===== src/rtl/jtdsp16_xaau_pkg.sv =====
// Shared types and constants for the nested-loop JTDSP16 ROM address unit.
// Loop-stack entries hold 16-bit addresses, so the unit supports AW up to 16.
package jtdsp16_xaau_pkg;

  typedef enum logic [1:0] {
    RF_PT = 2'd0,
    RF_RS = 2'd1,
    RF_PI = 2'd2,
    RF_I  = 2'd3
  } rfield_e;

  localparam int ERR_RS_OVF = 0;
  localparam int ERR_RS_UNF = 1;
  localparam int ERR_LOOP   = 2;

  localparam int LA_W = 16;
  localparam int LC_W = 7;
  localparam int I_W  = 12;

  typedef struct packed {
    logic [LA_W-1:0] head;
    logic [LA_W-1:0] tail;
    logic [LC_W-1:0] count;
  } loop_ent_t;

  function automatic logic [15:0] sext_i(input logic [I_W-1:0] v);
    return {{(16-I_W){v[I_W-1]}}, v};
  endfunction

endpackage


===== src/rtl/jtdsp16_lifo.sv =====
// Circular LIFO: a push onto a full stack silently drops the oldest entry,
// a pop of an empty stack is ignored, and an empty stack reads as zero.
module jtdsp16_lifo #(
  parameter int W = 16,
  parameter int D = 4
) (
  input  logic         clk,
  input  logic         rst,
  input  logic         cen,
  input  logic         push,
  input  logic         pop,
  input  logic         ovr,
  input  logic         flush,
  input  logic [W-1:0] din,
  output logic [W-1:0] top,
  output logic         empty,
  output logic         full
);

  localparam int PW = (D > 1) ? $clog2(D) : 1;
  localparam int CW = $clog2(D + 1);

  logic [W-1:0]  mem [D];
  logic [PW-1:0] ptr;
  logic [PW-1:0] ptr_nxt;
  logic [PW-1:0] ptr_prv;
  logic [CW-1:0] cnt;

  always_comb begin
    ptr_nxt = (ptr == PW'(D - 1)) ? '0 : ptr + PW'(1);
    ptr_prv = (ptr == '0) ? PW'(D - 1) : ptr - PW'(1);
  end

  assign empty = (cnt == '0);
  assign full  = (cnt == CW'(D));
  assign top   = empty ? '0 : mem[ptr_prv];

  // ptr always points at the next free slot; the count saturates at D so the
  // pointer keeps rotating over the oldest entry on overflow.
  always_ff @(posedge clk) begin
    if (rst) begin
      ptr <= '0;
      cnt <= '0;
      for (int k = 0; k < D; k++) mem[k] <= '0;
    end else if (cen) begin
      if (flush) begin
        ptr <= '0;
        cnt <= '0;
      end else if (push) begin
        mem[ptr] <= din;
        ptr      <= ptr_nxt;
        if (!full) cnt <= cnt + CW'(1);
      end else if (pop) begin
        if (!empty) begin
          ptr <= ptr_prv;
          cnt <= cnt - CW'(1);
        end
      end else if (ovr) begin
        mem[ptr_prv] <= din;
      end
    end
  end

endmodule


===== src/rtl/jtdsp16_xaau_nest.sv =====
// JTDSP16 ROM address unit with a return stack, nestable hardware do-loops
// and prioritised multi-source interrupts. Owns PC, PT, PI and I.
module jtdsp16_xaau_nest
  import jtdsp16_xaau_pkg::*;
#(
  parameter  int AW   = 16,
  parameter  int RSD  = 4,
  parameter  int LD   = 2,
  parameter  int NIRQ = 2,
  parameter  int IVEC = 1,
  localparam int IDW  = (NIRQ > 1) ? $clog2(NIRQ) : 1
) (
  input  logic            clk,
  input  logic            rst,
  input  logic            cen,
  input  logic            goto_ja,
  input  logic            call_ja,
  input  logic            goto_pt,
  input  logic            call_pt,
  input  logic            ret,
  input  logic            iret,
  input  logic [11:0]     jfield,
  input  logic            pc_halt,
  input  logic [1:0]      r_field,
  input  logic            ld_en,
  input  logic [15:0]     ld_data,
  input  logic            pt_post,
  input  logic            istep,
  input  logic            do_start,
  input  logic [3:0]      do_len,
  input  logic [6:0]      do_cnt,
  input  logic [NIRQ-1:0] irq,
  input  logic            no_int,
  output logic [AW-1:0]   rom_addr,
  output logic [AW-1:0]   pt_addr,
  output logic [15:0]     reg_dout,
  output logic            iack,
  output logic [IDW-1:0]  iack_id,
  output logic            in_irq,
  output logic            loop_act,
  output logic [2:0]      err
);

  logic [AW-1:0]  pc;
  logic [AW-1:0]  pt;
  logic [AW-1:0]  pi;
  logic [I_W-1:0] i_reg;

  logic [AW-1:0]  pc_inc;
  logic [AW-1:0]  jtarget;
  logic [AW-1:0]  do_end;
  logic [AW-1:0]  lp_head;
  logic [AW-1:0]  lp_end;
  logic [AW-1:0]  seq_pc;
  logic [AW-1:0]  vec_pc;
  logic [AW-1:0]  next_pc;
  logic [AW-1:0]  pt_step;
  logic [IDW-1:0] irq_id;

  logic cf_jump;
  logic cf_any;
  logic do_try;
  logic do_rej;
  logic do_ok;
  logic at_end;
  logic ls_step;
  logic lp_more;
  logic enter_int;

  logic           rs_push;
  logic           rs_ovr;
  logic [AW-1:0]  rs_din;
  logic [AW-1:0]  rs_top;
  logic           rs_empty;
  logic           rs_full;

  logic      ls_push;
  logic      ls_pop;
  logic      ls_ovr;
  logic      ls_flush;
  loop_ent_t ls_din;
  loop_ent_t ls_top;
  logic      ls_empty;
  logic      ls_full;

  assign cf_jump = goto_ja | call_ja | goto_pt | call_pt;
  assign cf_any  = cf_jump | ret | iret;

  assign pc_inc  = pc + AW'(1);
  assign jtarget = (goto_pt | call_pt) ? pt : {pc[AW-1:12], jfield};
  assign do_end  = pc + AW'(do_len);
  assign lp_head = AW'(ls_top.head);
  assign lp_end  = AW'(ls_top.tail);
  assign lp_more = (ls_top.count > LC_W'(1));

  assign loop_act = !ls_empty;
  assign at_end   = loop_act && (pc == lp_end);
  assign ls_step  = at_end && !cf_any && !pc_halt;

  // A new loop must end strictly inside the enclosing body, and cannot be
  // pushed onto a full loop stack; a rejected do behaves as a nop.
  assign do_try = do_start && !cf_any && !pc_halt;
  assign do_rej = ls_full || (loop_act && (do_end >= lp_end));
  assign do_ok  = do_try && !do_rej;

  assign enter_int = (|irq) && !in_irq && !pc_halt && !no_int && !loop_act && !cf_any;

  always_comb begin
    irq_id = '0;
    for (int k = NIRQ - 1; k >= 0; k--) begin
      if (irq[k]) irq_id = IDW'(k);
    end
  end

  assign vec_pc = AW'(IVEC) + AW'(irq_id);

  // seq_pc is where the program goes when no control-flow input intervenes;
  // it is also the return point captured into PI on interrupt entry.
  always_comb begin
    if (pc_halt)                    seq_pc = pc;
    else if (do_ok && do_cnt == '0) seq_pc = do_end + AW'(1);
    else if (ls_step && lp_more)    seq_pc = lp_head;
    else                            seq_pc = pc_inc;
  end

  always_comb begin
    if (enter_int)    next_pc = vec_pc;
    else if (cf_jump) next_pc = jtarget;
    else if (ret)     next_pc = rs_top;
    else if (iret)    next_pc = pi;
    else              next_pc = seq_pc;
  end

  assign rs_push = call_ja | call_pt;
  assign rs_ovr  = ld_en && (r_field == RF_RS);
  assign rs_din  = rs_push ? pc_inc : AW'(ld_data);

  jtdsp16_lifo #(
    .W (AW),
    .D (RSD)
  ) u_rstack (
    .clk   (clk),
    .rst   (rst),
    .cen   (cen),
    .push  (rs_push),
    .pop   (ret),
    .ovr   (rs_ovr),
    .flush (1'b0),
    .din   (rs_din),
    .top   (rs_top),
    .empty (rs_empty),
    .full  (rs_full)
  );

  assign ls_flush = loop_act && cf_any;
  assign ls_push  = do_ok && (do_cnt != '0);
  assign ls_pop   = ls_step && !lp_more;
  assign ls_ovr   = ls_step && lp_more;

  always_comb begin
    if (ls_push) begin
      ls_din.head  = LA_W'(pc_inc);
      ls_din.tail  = LA_W'(do_end);
      ls_din.count = do_cnt;
    end else begin
      ls_din.head  = ls_top.head;
      ls_din.tail  = ls_top.tail;
      ls_din.count = ls_top.count - LC_W'(1);
    end
  end

  jtdsp16_lifo #(
    .W ($bits(loop_ent_t)),
    .D (LD)
  ) u_lstack (
    .clk   (clk),
    .rst   (rst),
    .cen   (cen),
    .push  (ls_push),
    .pop   (ls_pop),
    .ovr   (ls_ovr),
    .flush (ls_flush),
    .din   (ls_din),
    .top   (ls_top),
    .empty (ls_empty),
    .full  (ls_full)
  );

  assign pt_step = istep ? AW'($signed(i_reg)) : AW'(1);

  always_ff @(posedge clk) begin
    if (rst) begin
      pc      <= '0;
      pt      <= '0;
      pi      <= '0;
      i_reg   <= '0;
      err     <= '0;
      in_irq  <= 1'b0;
      iack    <= 1'b0;
      iack_id <= '0;
    end else if (cen) begin
      pc <= next_pc;

      if (ld_en && r_field == RF_PT) pt <= AW'(ld_data);
      else if (pt_post)              pt <= pt + pt_step;

      if (ld_en && r_field == RF_PI) pi <= AW'(ld_data);
      else if (enter_int)            pi <= seq_pc;

      if (ld_en && r_field == RF_I) i_reg <= ld_data[I_W-1:0];

      if (rs_push && rs_full)  err[ERR_RS_OVF] <= 1'b1;
      if (ret && rs_empty)     err[ERR_RS_UNF] <= 1'b1;
      if (do_try && do_rej)    err[ERR_LOOP]   <= 1'b1;

      if (enter_int) in_irq <= 1'b1;
      else if (iret) in_irq <= 1'b0;

      iack <= enter_int;
      if (enter_int) iack_id <= irq_id;
    end
  end

  assign rom_addr = pc;
  assign pt_addr  = pt;

  always_comb begin
    case (r_field)
      RF_PT:   reg_dout = 16'(pt);
      RF_RS:   reg_dout = 16'(rs_top);
      RF_PI:   reg_dout = 16'(pi);
      default: reg_dout = sext_i(i_reg);
    endcase
  end

endmodule

===== config.mk =====
export PLATFORM = sky130hd
export DESIGN_NAME = jtdsp16_xaau_nest
export DESIGN_NICKNAME = d
export VERILOG_FILES = /design/src/rtl/jtdsp16_xaau_pkg.sv /design/src/rtl/jtdsp16_lifo.sv /design/src/rtl/jtdsp16_xaau_nest.sv
export SDC_FILE = /design/constraint.sdc
export NUM_CORES = 1
export LEC_CHECK = 0
export CAP_MARGIN = 40
export CORE_UTILIZATION = 39
export DETAILED_ROUTE_END_ITERATION = 7
export HOLD_SLACK_MARGIN = 0.06
export MAX_ROUTING_LAYER = met4
export SLEW_MARGIN = 15
export SYNTH_ARGS = -nofsm -noshare
export SYNTH_HDL_FRONTEND = slang
export SYNTH_SLANG_ARGS = --single-unit

===== constraint.sdc =====
create_clock -name clk -period 10.7 [get_ports clk]
set_input_delay 3.21 -clock clk [delete_from_list [all_inputs] [get_ports clk]]
set_output_delay 3.21 -clock clk [all_outputs]
set_load 0.02 [all_outputs]

# Yosys cells after proc, flatten, opt, wreduce, memory -nomap -nowiden
# Memory sizes are Yosys's and may differ from the RTL's.
# Cells that the tools add are included.
word_totals:
  register_bits: 74
  ramBits: 142
  input_bits: 58
  output_inout_bits: 55
  word_cells: 191
  n_memories: 2
op_classes:
  add_sub_neg: 14
  n_lt_le_gt_ge: 2
  n_eq_ne: 12
  mux: 78
  bitwise_logic: 7
  reduce_logical: 61
mem_list:
  columns: ["memory", "words", "word_bits", "read_ports", "rd_clocked_by_memory_dff", "write_ports", "line", "rtl"]
  rows:
  - ["u_lstack.mem", 2, 39, 1, 0, 2, "jtdsp16_lifo.sv:23", "logic [W-1:0] mem [D];"]
  - ["u_rstack.mem", 4, 16, 1, 0, 4, "jtdsp16_lifo.sv:23", null]
ops:
  columns: ["cell", "n"]
  rows:
  - ["$mux W16", 17]
  - ["$mux W39", 4]
  - ["$reduce_or A39 Y1", 2]
  - ["$pmux W16 S3", 1]
  - ["$mux W1", 40]
  - ["$add A16 B1 Y16 const B", 2]
  - ["$reduce_or A16 Y1", 2]
  - ["$logic_and A1 B1 Y1", 24]
  - ["$mux W2", 12]
  - ["$reduce_and A2 Y1", 9]
  - ["$add A16 B16 Y16", 1]
  - ["$add A16 B4 Y16", 1]
  - ["$eq A16 B16 Y1", 1]
  - ["$ge A16 B16 Y1", 1]
  - ["$mux W3", 4]
  - ["$eq A2 B2 Y1 const B", 4]
  - ["$reduce_and A4 Y1", 2]
  - ["$reduce_bool A2 Y1", 4]
  - ["$gt A7 B1 Y1 const B", 1]
  - ["$logic_not A1 Y1", 7]
  - ["$logic_not A7 Y1", 1]
  - ["$or A1 B1 Y1", 7]
  - ["$reduce_bool A7 Y1", 1]
  - ["$sub A7 B1 Y7 const B", 1]
  - ["other kinds (18)", 25]

# Logic depth before layout (Yosys ltp)
logic_depth:
  depth_word: 18
  depth_mapped: 18
  ltp_nobuf: 17

# Hierarchy
# From an unflattened synthesis, not the netlist that was laid out.
unflattened:
  hier_cells: 1553
  area_unflattened_um2: 14228.6
modules_own_cells:
  columns: ["module", "instances", "cells_per_inst", "area_each_um2", "seq_area_each_um2"]
  rows:
  - ["jtdsp16_xaau_nest", 1, 1019, 7161.9, 1321.3]
  - ["jtdsp16_lifo at u_lstack", 1, 283, 3744.8, 2402.3]
  - ["jtdsp16_lifo at u_rstack", 1, 251, 3321.9, 2021.9]

# Worst setup path before layout
# Ideal clock, no wire load.
synth_path:
  path_type: "input -> register"
  start: "in do_len[0]"
  end: "mem u_lstack.mem[0][0] in the netlist's numbering, enable pin"
  setup_time_ps: 529
  t_arrival_ps: 7661
  required_ps: 10171
  path_slack_ps: 2510
  path_stages: 18
  n_path_buf: 2
  cell_sequence: "ha_1 -> fa_1 -> and3_1 -> nor2_1 -> nor3_1 -> xnor2_1 -> ha_1 -> o211a_1 -> a211oi_1 -> a21bo_2 -> a41o_1 -> or3_1 -> clkbuf_1 -> nand3_1 -> o21ai_0 -> nand2_1 -> clkbuf_1 -> nand2b_1"
synth_lines:
  columns: ["item", "line", "rtl"]
  rows:
  - ["start, declared", "jtdsp16_xaau_nest.sv:30", "input logic [3:0] do_len,"]
  - ["end, declared", "jtdsp16_lifo.sv:23", null]

# Worst setup path after layout
layout_path:
  start: "in r_field[0]"
  end: "out reg_dout[14]"
layout_between:
  elab_chain_len: 2
  elab_cells_between_ends: 4
  classes_between: "2 x eq/ne; 1 x mux; 1 x reduce/logical"
layout_lines:
  columns: ["item", "line", "rtl"]
  rows:
  - ["start, declared", "jtdsp16_xaau_nest.sv:24", "input logic [1:0] r_field,"]
  - ["$eq A2 B2 Y1 (tied with other cells)", "jtdsp16_xaau_nest.sv:228", "case (r_field)"]
  - ["$pmux W16 S3 *", "jtdsp16_xaau_nest.sv:228", null]
  - ["end, declared", "jtdsp16_xaau_nest.sv:36", "output logic [15:0] reg_dout,"]
# Every way passes the cells marked *; elsewhere a longest branch is shown, timed or not.

==> reports/qor.yml <==
port-buffer-count: 112
vias_per_cell: 6.00
skew_ps: 11.6
arrival_ps: 5380
final_cell_mix: "nor2_1, nand2_1, edfxtp_1"
syn_area_per_cell_sq_um: 9.00
htree_levels: 1
p_leak_nw: 5.95
ys_warn_count: 0
area_delta_synth_final_pct: 18.3
initial_core_util_pct: 39.9
grt_setup_unrepaired: "no"
wire_per_inst_microns: 24.7
drtIter0Drc: 1431
crit_top_cell: "clkdlybuf4s50_1"
tns_ps: 0
crit_required_ps: 7490
clock_tree.buffer_depth: 3
vias: 12600
dp_hpwl_microns: 37800
layout_commonest_cell: "nor2_1"
setup_viol: 0
antenna_found_initial: 0
cts_buffers: 26
cts-root-buf: "clkbuf_16"
layout-drive-gt1-share_pct: 9.26
hold_path_class: "flip-flop to flip-flop"
max-vdd-ir-drop_mv: 0.113
ant_nets: 0
dieArea_sq_mm: 0.0364
synth_seq_area_share_pct: 41.3
die_y_microns: 191
cts_sinks: 216
gp_congestion: 0.983
worstPathCellList: "clkdlybuf4s50_1, buf_8, mux4_2, clkdlybuf4s50_1"
grt_usage_pct: 29.1
cpPeakStageDelay_ps: 830
status: "finished, final reports clean"
fmax_mhz: 116
ys_async_sr_fraction_pct: 0
worst_slew_pin_slew_ps: 898
synth_cell_types: 72
grt_max_degree: 72
ioPinCount: 113
postSynthCellCount: 1545
cts_tree: "yes"
synth_top_flop_cell: "edfxtp_1"
maxCapViolCount: 0
clkTransAtPathRegs_ps: 60
postCtsSetupRepairBufs: 0
nets: 1723
drtPass1Iterations: 5
largest_reg_flops: 78
slew_violations: 0
fp.dieW_microns: 191
grt_pass1_wl_microns: 76500
power_density_mw_per_mm2: 143
worst-setup-path-type: "input port to output port"
coreArea_sq_mm: 0.0348
synthesis.area_sq_mm: 0.0139
cts_hold_buf: 0
crit_path_max_fanout: 10
overflow: 0
final_area_sq_mm: 0.0164
insertion_delay_ps: 540
grt_pass1_vias: 12000
syn_nets: 1647
relSlewSlack_pct: 39.7
cp_slowest_cell: "clkdlybuf4s50_1"
drc_errors: 0
hold_viol: 0
min_period_ps: 8590
endpoint_kind: "output port"
cp-start-kind: "input port"
top_regs: "u_lstack.mem: 78 flops, u_rstack.mem: 64 flops"
diodes: 0
row_count: 68
yosys_register_bits: 216
postPlaceCellArea_sq_mm: 0.0156
synth_edf_count: 142
largest-register: "u_lstack.mem"
period_share_pct: 80.2
ctsResizeCount: 0
routed_wl_microns: 51700
-- power breakdown --
part           total (W)  leakage (nW)  internal [W]  switching, W
Sequential      0.000970          2.07      0.000928     0.0000418
Clock           0.000904         0.422      0.000535      0.000369
Combinational   0.000481          3.46      0.000187      0.000293
Total            0.00235          5.95       0.00165      0.000704
-- critical path: cells and delay by family --
| family | cells | cell delay, ps |
|---|---|---|
| mux | 1 | 530 |
| buf+inv | 3 | 1620 |
-- synthesized netlist by cell type, types with 13 or more instances --
| cell | instances | share of area, % |
|---|---|---|
| mux2i_1 | 67 | 4.8 |
| xnor2_1 | 41 | 2.6 |
| o21ai_0 | 55 | 2.0 |
| clkbuf_1 | 90 | 2.4 |
| nor2b_1 | 20 | 0.90 |
| nor2_1 | 281 | 7.6 |
| dfxtp_1 | 74 | 11 |
| o211ai_1 | 24 | 1.3 |
| a21oi_1 | 94 | 3.4 |
| nor4_1 | 17 | 0.77 |
| xor2_1 | 24 | 1.5 |
| a21o_1 | 14 | 0.76 |
| a211oi_1 | 21 | 1.1 |
| o221ai_1 | 14 | 0.88 |
| and2_1 | 22 | 0.99 |
| or2_2 | 17 | 0.77 |
| mux4_2 | 24 | 3.9 |
| a31oi_1 | 21 | 0.95 |
| inv_1 | 51 | 1.4 |
| ha_1 | 41 | 3.7 |
| nor3_1 | 39 | 1.4 |
| edfxtp_1 | 142 | 31 |
| nand3_1 | 27 | 0.97 |
| nand2_1 | 142 | 3.8 |
| mux2_2 | 13 | 1.1 |
| o21a_1 | 19 | 1.0 |
-- metal layers --
layer | vias up | track usage (%) | part of all wire [%]
met5 | - | - | 0
met1 | 6098 | 37.7 | 42
li1 | 5738 | - | -
met3 | 117 | 4.62 | 8.0
met2 | 618 | 45.3 | 46
met4 | 0 | 11.8 | 4.4
-- metrics by stage --
step | utilization, % | instances | power (W) | setup slack [ps] | hold WS (ps)
after detailed placement | 44.7 | 2047 | 0.00146 | 1610 | 464
after global placement | 44.3 | 2039 | 0.00145 | 1400 | 453
final | 47.2 | 2096 | 0.00235 | 2110 | 481
after floorplan | - | 1545 | 0.00126 | 2510 | 440
after global routing | 47.2 | 2096 | 0.00243 | 1820 | 506
after CTS | 47.2 | 2095 | 0.00236 | 2100 | 477
-- cell families after synthesis --
group                    after synthesis  synth area share (%)
AND/OR/NAND/NOR                      631                  20.7
AO/OA/AOI/OAI                        328                  15.5
flip-flops                           216                  41.3
buffers and inverters                157                  4.50
multiplexers                         104                  9.77
XOR/XNOR                              65                  4.10
adder cells (fa/ha/maj)               44                  4.12
-- cell type report --
class | count | area, sq um
clock inverter | 19 | 191
tap | 455 | 569
sequential | 216 | 5750
inverter | 51 | 191
fill | 3328 | 18400
timing repair buffer | 154 | 1500
clock buffer | 29 | 683
multi-input combinational | 1172 | 7560
-- final timing paths --
check              start                 end  slack [ps]  cells past startpoint
max           r_field[0]        reg_dout[14]        2110                      4
min               err[1]              err[1]         480                      2
max reg2reg  rom_addr[2]  u_lstack.mem[0][2]        4460                     18
min reg2reg       err[1]              err[1]         480                      2
Power figures use the tool's default switching activity.
